`config.mk`:
```
export PLATFORM = sky130hd
export DESIGN_NAME = vga_timing_gen_flat
export DESIGN_NICKNAME = d
export VERILOG_FILES = /design/src/rtl/vga_timing_pkg.sv /design/src/rtl/vga_timing_gen_if.sv /design/src/rtl/pix_clk_div.sv /design/src/rtl/vga_timing_gen.sv /design/src/flat_wrapper.sv
export SDC_FILE = /design/constraint.sdc
export NUM_CORES = 1
export LEC_CHECK = 0
export BUFFER_PORTS_ARGS = -buffer_cell sky130_fd_sc_hd__buf_2
export CORE_ASPECT_RATIO = 1.75
export CORE_MARGIN = 3
export CORE_UTILIZATION = 50
export CTS_BUF_LIST = sky130_fd_sc_hd__clkbuf_2 sky130_fd_sc_hd__clkbuf_4 sky130_fd_sc_hd__clkbuf_8
export CTS_CLUSTER_SIZE = 28
export DETAILED_ROUTE_END_ITERATION = 6
export PLACE_DENSITY = 0.76
export REMOVE_ABC_BUFFERS = 1
export SLEW_MARGIN = 20
export SYNTH_ARGS = -nofsm -noshare
export SYNTH_HDL_FRONTEND = slang
export SYNTH_SLANG_ARGS = --single-unit
```
`constraint.sdc`:
```
create_clock -name clk -period 4.2 [get_ports clk]
set_input_delay 1.05 -clock clk [delete_from_list [all_inputs] [get_ports clk]]
set_output_delay 1.05 -clock clk [all_outputs]
set_load 0.005 [all_outputs]
```
`src/rtl/vga_timing_pkg.sv`:
```
// Shared constants and helpers for the video timing generator.
// Latency: n/a (compile-time definitions only).
// Backpressure: n/a.
package vga_timing_pkg;

  // 640x480@60 reference timing, pixel ticks / lines
  localparam int DEF_H_ACTIVE = 640;
  localparam int DEF_H_FRONT  = 16;
  localparam int DEF_H_SYNC   = 96;
  localparam int DEF_H_BACK   = 48;
  localparam int DEF_V_ACTIVE = 480;
  localparam int DEF_V_FRONT  = 10;
  localparam int DEF_V_SYNC   = 2;
  localparam int DEF_V_BACK   = 33;

  // Per-position attributes carried down the delay line
  typedef struct packed {
    logic de;
    logic hs;
    logic vs;
  } vid_attr_t;

  // Pad level of a sync line while it is not asserted
  function automatic logic sync_idle(input logic pol);
    return ~pol;
  endfunction

endpackage

```
`src/rtl/vga_timing_gen_if.sv`:
```
// Video bundle between the timing generator and the pattern generator / pads.
// Latency: n/a (wires only).
// Backpressure: none; the master free-runs and the slave must keep up.
interface vga_timing_gen_if #(
  parameter int HW       = 10,
  parameter int VW       = 10,
  parameter int RGB_BITS = 3
);
  logic [HW-1:0]       hpos;
  logic [VW-1:0]       vpos;
  logic                pix_tick;
  logic                line_start;
  logic                frame_start;
  logic                hsync;
  logic                vsync;
  logic                de;
  logic [RGB_BITS-1:0] rgb_in;
  logic [RGB_BITS-1:0] rgb_out;

  modport master (
    output hpos, vpos, pix_tick, line_start, frame_start,
    output hsync, vsync, de, rgb_out,
    input  rgb_in
  );

  modport slave (
    input  hpos, vpos, pix_tick, line_start, frame_start,
    input  hsync, vsync, de, rgb_out,
    output rgb_in
  );
endinterface

```
`src/rtl/pix_clk_div.sv`:
```
// Pixel clock divider: one-clk pix_tick every CLK_DIV clk cycles.
// Latency: first tick CLK_DIV-1 cycles after clear drops (same cycle when CLK_DIV=1).
// Backpressure: none; clear holds the count at zero and suppresses the tick.
module pix_clk_div #(
  parameter int CLK_DIV = 1
) (
  input  logic clk,
  input  logic clear,
  output logic pix_tick
);
  localparam int CW = (CLK_DIV > 1) ? $clog2(CLK_DIV) : 1;
  localparam logic [CW-1:0] LAST = CW'(CLK_DIV - 1);

  logic [CW-1:0] cnt_q, cnt_d;

  // Count 0..CLK_DIV-1, tick on the last value
  always_comb begin
    cnt_d    = cnt_q;
    pix_tick = 1'b0;
    if (clear) begin
      cnt_d = '0;
    end else if (cnt_q == LAST) begin
      cnt_d    = '0;
      pix_tick = 1'b1;
    end else begin
      cnt_d = cnt_q + 1'b1;
    end
  end

  // Count register; clear already folds in reset
  always_ff @(posedge clk) begin
    cnt_q <= cnt_d;
  end
endmodule

```
`src/rtl/vga_timing_gen.sv`:
```
// Video timing generator: hsync/vsync/de for any resolution, pixel divider, colour realignment.
// Latency: sync/de/rgb_out for position p appear PIPE_DEPTH+1 ticks after hpos/vpos show p.
// Backpressure: none; free-runs while enable=1, held idle at (0,0) while enable=0.
module vga_timing_gen
  import vga_timing_pkg::*;
#(
  parameter int H_ACTIVE   = DEF_H_ACTIVE,
  parameter int H_FRONT    = DEF_H_FRONT,
  parameter int H_SYNC     = DEF_H_SYNC,
  parameter int H_BACK     = DEF_H_BACK,
  parameter int V_ACTIVE   = DEF_V_ACTIVE,
  parameter int V_FRONT    = DEF_V_FRONT,
  parameter int V_SYNC     = DEF_V_SYNC,
  parameter int V_BACK     = DEF_V_BACK,
  parameter bit HSYNC_POL  = 1'b0,
  parameter bit VSYNC_POL  = 1'b0,
  parameter int CLK_DIV    = 1,
  parameter int PIPE_DEPTH = 0,
  parameter int RGB_BITS   = 3
) (
  input  logic             clk,
  input  logic             reset,
  input  logic             enable,
  vga_timing_gen_if.master vid
);
  localparam int H_TOTAL = H_ACTIVE + H_FRONT + H_SYNC + H_BACK;
  localparam int V_TOTAL = V_ACTIVE + V_FRONT + V_SYNC + V_BACK;
  localparam int HW      = $clog2(H_TOTAL);
  localparam int VW      = $clog2(V_TOTAL);
  localparam int PD1     = (PIPE_DEPTH > 0) ? PIPE_DEPTH : 1;

  localparam logic [HW-1:0] H_LAST   = HW'(H_TOTAL - 1);
  localparam logic [HW-1:0] H_ACT    = HW'(H_ACTIVE);
  localparam logic [HW-1:0] HS_BEGIN = HW'(H_ACTIVE + H_FRONT);
  localparam logic [HW-1:0] HS_END   = HW'(H_ACTIVE + H_FRONT + H_SYNC);
  localparam logic [VW-1:0] V_LAST   = VW'(V_TOTAL - 1);
  localparam logic [VW-1:0] V_ACT    = VW'(V_ACTIVE);
  localparam logic [VW-1:0] VS_BEGIN = VW'(V_ACTIVE + V_FRONT);
  localparam logic [VW-1:0] VS_END   = VW'(V_ACTIVE + V_FRONT + V_SYNC);

  logic                 tick;
  logic [HW-1:0]        hcnt_q, hcnt_d;
  logic [VW-1:0]        vcnt_q, vcnt_d;
  vid_attr_t [PD1-1:0]  pipe_q, pipe_d;
  vid_attr_t            attr_raw, attr_last;
  logic                 hsync_q, hsync_d;
  logic                 vsync_q, vsync_d;
  logic                 de_q, de_d;
  logic [RGB_BITS-1:0]  rgb_out_q, rgb_out_d;
  logic                 line_start_q, line_start_d;
  logic                 frame_start_q, frame_start_d;

  // Divider is held cleared whenever the timing is not running
  pix_clk_div #(.CLK_DIV(CLK_DIV)) u_div (
    .clk      (clk),
    .clear    (reset | ~enable),
    .pix_tick (tick)
  );

  // Next-state for counters, delay line, strobes and pad registers
  always_comb begin
    attr_raw.de = (hcnt_q < H_ACT) && (vcnt_q < V_ACT);
    attr_raw.hs = (hcnt_q >= HS_BEGIN) && (hcnt_q < HS_END);
    attr_raw.vs = (vcnt_q >= VS_BEGIN) && (vcnt_q < VS_END);
    attr_last   = (PIPE_DEPTH == 0) ? attr_raw : pipe_q[PD1-1];

    hcnt_d        = hcnt_q;
    vcnt_d        = vcnt_q;
    pipe_d        = pipe_q;
    hsync_d       = hsync_q;
    vsync_d       = vsync_q;
    de_d          = de_q;
    rgb_out_d     = rgb_out_q;
    line_start_d  = 1'b0;
    frame_start_d = 1'b0;

    if (!enable) begin
      hcnt_d    = '0;
      vcnt_d    = '0;
      pipe_d    = '0;
      hsync_d   = sync_idle(HSYNC_POL);
      vsync_d   = sync_idle(VSYNC_POL);
      de_d      = 1'b0;
      rgb_out_d = '0;
    end else if (tick) begin
      if (hcnt_q == H_LAST) begin
        hcnt_d       = '0;
        vcnt_d       = (vcnt_q == V_LAST) ? '0 : vcnt_q + 1'b1;
        line_start_d = 1'b1;
        frame_start_d = (vcnt_q == V_LAST);
      end else begin
        hcnt_d = hcnt_q + 1'b1;
      end

      pipe_d[0] = attr_raw;
      for (int i = 1; i < PD1; i++) begin
        pipe_d[i] = pipe_q[i-1];
      end

      hsync_d   = attr_last.hs ^ sync_idle(HSYNC_POL);
      vsync_d   = attr_last.vs ^ sync_idle(VSYNC_POL);
      de_d      = attr_last.de;
      rgb_out_d = attr_last.de ? vid.rgb_in : '0;
    end
  end

  // State registers with synchronous reset to the idle picture
  always_ff @(posedge clk) begin
    if (reset) begin
      hcnt_q        <= '0;
      vcnt_q        <= '0;
      pipe_q        <= '0;
      hsync_q       <= sync_idle(HSYNC_POL);
      vsync_q       <= sync_idle(VSYNC_POL);
      de_q          <= 1'b0;
      rgb_out_q     <= '0;
      line_start_q  <= 1'b0;
      frame_start_q <= 1'b0;
    end else begin
      hcnt_q        <= hcnt_d;
      vcnt_q        <= vcnt_d;
      pipe_q        <= pipe_d;
      hsync_q       <= hsync_d;
      vsync_q       <= vsync_d;
      de_q          <= de_d;
      rgb_out_q     <= rgb_out_d;
      line_start_q  <= line_start_d;
      frame_start_q <= frame_start_d;
    end
  end

  assign vid.hpos        = hcnt_q;
  assign vid.vpos        = vcnt_q;
  assign vid.pix_tick    = tick;
  assign vid.line_start  = line_start_q;
  assign vid.frame_start = frame_start_q;
  assign vid.hsync       = hsync_q;
  assign vid.vsync       = vsync_q;
  assign vid.de          = de_q;
  assign vid.rgb_out     = rgb_out_q;
endmodule

```
`src/flat_wrapper.sv`:
```
// flat-port wrapper written by rule: the top's interface ports become plain ports
module vga_timing_gen_flat import vga_timing_pkg::*;
#(
  parameter int H_ACTIVE   = DEF_H_ACTIVE,
  parameter int H_FRONT    = DEF_H_FRONT,
  parameter int H_SYNC     = DEF_H_SYNC,
  parameter int H_BACK     = DEF_H_BACK,
  parameter int V_ACTIVE   = DEF_V_ACTIVE,
  parameter int V_FRONT    = DEF_V_FRONT,
  parameter int V_SYNC     = DEF_V_SYNC,
  parameter int V_BACK     = DEF_V_BACK,
  parameter bit HSYNC_POL  = 1'b0,
  parameter bit VSYNC_POL  = 1'b0,
  parameter int CLK_DIV    = 1,
  parameter int PIPE_DEPTH = 0,
  parameter int RGB_BITS   = 3
)
  (clk, reset, enable, vid_hpos, vid_vpos, vid_pix_tick, vid_line_start, vid_frame_start, vid_hsync, vid_vsync, vid_de, vid_rgb_out, vid_rgb_in);
  vga_timing_gen_if #(.HW(10), .VW(10), .RGB_BITS(RGB_BITS)) vid_i ();
  input  logic clk;
  input  logic reset;
  input  logic enable;
  output wire logic [$bits(vid_i.hpos)-1:0] vid_hpos;
  output wire logic [$bits(vid_i.vpos)-1:0] vid_vpos;
  output wire logic [$bits(vid_i.pix_tick)-1:0] vid_pix_tick;
  output wire logic [$bits(vid_i.line_start)-1:0] vid_line_start;
  output wire logic [$bits(vid_i.frame_start)-1:0] vid_frame_start;
  output wire logic [$bits(vid_i.hsync)-1:0] vid_hsync;
  output wire logic [$bits(vid_i.vsync)-1:0] vid_vsync;
  output wire logic [$bits(vid_i.de)-1:0] vid_de;
  output wire logic [$bits(vid_i.rgb_out)-1:0] vid_rgb_out;
  input wire logic [$bits(vid_i.rgb_in)-1:0] vid_rgb_in;
  assign vid_hpos = vid_i.hpos;
  assign vid_vpos = vid_i.vpos;
  assign vid_pix_tick = vid_i.pix_tick;
  assign vid_line_start = vid_i.line_start;
  assign vid_frame_start = vid_i.frame_start;
  assign vid_hsync = vid_i.hsync;
  assign vid_vsync = vid_i.vsync;
  assign vid_de = vid_i.de;
  assign vid_rgb_out = vid_i.rgb_out;
  assign vid_i.rgb_in = vid_rgb_in;
  vga_timing_gen #(.H_ACTIVE(H_ACTIVE), .H_FRONT(H_FRONT), .H_SYNC(H_SYNC), .H_BACK(H_BACK), .V_ACTIVE(V_ACTIVE), .V_FRONT(V_FRONT), .V_SYNC(V_SYNC), .V_BACK(V_BACK), .HSYNC_POL(HSYNC_POL), .VSYNC_POL(VSYNC_POL), .CLK_DIV(CLK_DIV), .PIPE_DEPTH(PIPE_DEPTH), .RGB_BITS(RGB_BITS)) u_core (.clk(clk), .reset(reset), .enable(enable), .vid(vid_i));
endmodule
```
==> results by group <==
Logic synthesis
  – Post-synthesis sequential area ratio: 42.7%
  – Async set-or-reset flop fraction in the synthesized netlist: 0%
  – Top FF cell, synth: dfxtp_1
  – Cell area after synthesis: 0.00136 mm^2
  – EDFF count, synth: 0
  – Yosys reg bits: 29
  – Yosys warnings: 0
  – Post-synthesis cell type count: 37
  – Synthesized instance count: between 150 and 200
  – Post-Syn Area per Cell: 8.65 um^2

Final layout
  – Fin util: 63.5%
  – Filler Cells Inserted: 228
  – Area delta synth->final: 19.3%
  – Nets: 202
  – Ant diodes: 0
  – Share of cells above drive strength 1: 23.4%

Worst setup path
  – WP data required: 3.15 ns
  – CP Data Arrival Time: 1.84 ns
  – CP startpoint kind: input pin
  – Worst r2r src: u_core.vid.hpos[0]
  – Critical Path Sink Type: output port
  – CP Class: in -> out
  – Crit Path Max Fanout: 5
  – Crit path from: reset

Floorplan
  – Die Ht: approximately 75 um
  – Num ports: 35
  – Core area: 0.00255 mm^2
  – Initial Util: 53.2%
  – Die ar.: 0.00340 mm^2
  – Die X: 45.4 um
  – Rows: 24

Global routing
  – Largest net degree at the start of global routing: 22
  – Initial antenna violation count: 0
  – M2 GR Usage: between 30% and 40%
  – Gr busiest metal: met2
  – Total grt overflow: 0
  – Met3 Usage GRT: 5.26%
  – Met1 GRT Util: 23.7%
  – Vias in the first global route: 1195
  – First-pass GRT wire length: 5.38 mm
  – Tot GR Track Use: 21.8%

STA
  – Relative slew slack: 63.6%
  – Worst slew pin tran: between 0.5 and 0.6 ns
  – Worst Clk Skew: ~0.0048 ns
  – Hold Violations, Final: 0
  – Final Setup Violations: 0
  – Crit share post-route: 68.7%
  – Final slew viol count: 0
  – Max frequency: ~350 MHz
  – RSZ-0062 raised after global routing: false
  – Min Clock Period, post-route: 2.89 ns
  – Total Neg Setup Slack: 0 ns

Power and ir drop
  – Seq pwr share: 53.0%
  – Int Pwr: 421 uW
  – PD cells: between 300 and 400 mW/mm^2
  – Peak supply drop: around 0.2 mV
  – P_leak: 0.675 nW
  – Clk pwr share: 43.9%
  – Combinational cell fraction of total power: 3.1%
  – Sw Share: approximately 21%
  – Net Sw Power: around 110 uW

Clocking
  – Reg clk slew, reported paths: 0.06 ns
  – CTS tree: done
  – CTS sink cnt: 29
  – Resized Gates After CTS: 0
  – Root Buffer: clkbuf_8
  – Postcts setup bufs: 0
  – Post-CTS Hold Buffers: 0
  – Htree depth: 2
  – Clk buf depth: 2
  – TritonCTS Buffers: 5
  – Clk Latency, worst-skew pair: 0.28 ns

Detailed routing
  – Initial DRT Pass Iterations: 4
  – Initial DRC Count: 27
  – Vias: 1260
  – DR DRC count: 0
  – Final wirelength: 3.17 mm
  – Via density: 5.78
  – DR WL/cell: 14.6 um
  – Detail Route Antenna Nets: 0

Place
  – Post-DP HPWL: ~2.4 mm
  – # port buffers: 34
  – GP Congestion: between 0.8 and 0.9

Min path
  – Hold Path Class: reg -> reg
  – HP Start: u_core.vid.vsync

Outcome
  – Run status: complete, no violations

Job
  – Max-cap violations: 0
==> synthesized netlist by cell type (all sizes together) (2+ instances only) <==
| cell | n | area [um^2] |
|---|---|---|
| dfxtp | 29 | 581 |
| o21ai | 12 | 63.8 |
| and2 | 2 | 12.5 |
| o21a | 2 | 15.0 |
| or4 | 2 | 15.0 |
| ha | 4 | 50.1 |
| nor2b | 3 | 18.8 |
| o31ai | 2 | 15.0 |
| a32o | 3 | 30.0 |
| xnor2 | 4 | 35.0 |
| a21oi | 12 | 60.1 |
| nand4 | 6 | 37.5 |
| xor2 | 2 | 17.5 |
| nor4 | 2 | 12.5 |
| nand3 | 9 | 45.0 |
| nor3 | 3 | 15.0 |
| inv | 7 | 26.3 |
| or3 | 9 | 56.3 |
| and4 | 3 | 26.3 |
| nor2 | 10 | 37.5 |
| clkbuf | 5 | 18.8 |
| nand2 | 12 | 45.0 |
==> through the flow <==
stage	cells	area [um^2]	setup WS, ns	total power [mW]	hold WS (ns)
finish	218	1620	1.31	0.531	0.484
global route	218	1620	1.18	0.553	0.513
CTS	218	1620	1.31	0.537	0.493
detailed placement	211	1530	1.23	0.304	0.480
global placement	211	1530	1.27	0.303	0.466
floorplan	151	1330	1.49	0.296	0.470
==> final timing paths <==
check                                           to  slack [ns]  cells past startpoint
worst min-delay path              u_core.vid.vsync        0.48                      2
worst max register to register  u_core.vid.vpos[8]        1.99                      5
worst min register to register    u_core.vid.vsync        0.48                      2
worst max-delay path                  vid_pix_tick        1.31                      3
==> worst max-delay path: stages <==
cell	delay [ns]
buf_2	0.11
nor3b_1	0.47
buf_2	0.21
==> cells in the final DEF, fill, tap and decap left out, types with 2 or more instances in the layout <==
| cell type | n |
|---|---|
| dfxtp_1 | 29 |
| o21ai_0 | 11 |
| nand2_1 | 12 |
| nor2b_1 | 3 |
| nor3_1 | 3 |
| inv_1 | 7 |
| xor2_1 | 2 |
| or3_1 | 9 |
| and2_1 | 2 |
| nand4_1 | 6 |
| nor4_1 | 2 |
| o31ai_1 | 2 |
| nand3_1 | 9 |
| a21oi_1 | 12 |
| ha_1 | 4 |
| o21a_1 | 2 |
| and4_1 | 3 |
| nor2_1 | 10 |
| clkbuf_8 | 6 |
| or4_1 | 2 |
| a32o_1 | 3 |
| xnor2_1 | 4 |
| buf_2 | 34 |
==> flip-flops by register name (all words and copies together) (netlist names) <==
register                flops
u_core.u_div.cnt_q          1
u_core.vid.de               1
u_core.vid.frame_start      1
u_core.vid.hpos            10
u_core.vid.hsync            1
u_core.vid.line_start       1
u_core.vid.rgb_out          3
u_core.vid.vpos            10
u_core.vid.vsync            1
==> routing by layer <==
layer | wire (um) | up-vias
met5 | 0 | -
met4 | 98 | 0
met3 | 152 | 7
met2 | 1740 | 37
met1 | 1180 | 588
li1 | - | 628
==> cell families (layout without fill, tap and decap cells) <==
logic type / after synthesis / after routing / synth area share, %
and+or+nand+nor: 71 / 71 / 30.3
AOI/OAI and AO/OA: 32 / 32 / 14.3
DFF: 29 / 29 / 42.7
buffers and inverters: 13 / 48 / 4.14
xor gates and xnor gates: 6 / 6 / 3.87
adders and majority gates: 4 / 4 / 3.68
other: 1 / 1 / 0.276
muxes: 1 / 1 / 0.737
==> area by class of cell <==
class                      count  area (um^2)  share of cell area (%)
multi-input combinational    115          722                    44.5
sequential                    29          581                    35.8
timing repair buffer          34          170                    10.5
clock buffer                   7         90.1                    5.56
tap                           26         32.5                    2.01
inverter                       7         26.3                    1.62
==> power by group through the flow <==
stage	clock, mW	combinational, mW	sequential [mW]
2_1_floorplan	0	0.00916	0.287
5_1_grt	0.252	0.0186	0.282
3_5_place_dp	0	0.0166	0.287
3_3_place_gp	0	0.0160	0.287
4_1_cts	0.239	0.0165	0.281
6_report	0.233	0.0165	0.281
Power figures use the tool's default switching activity.
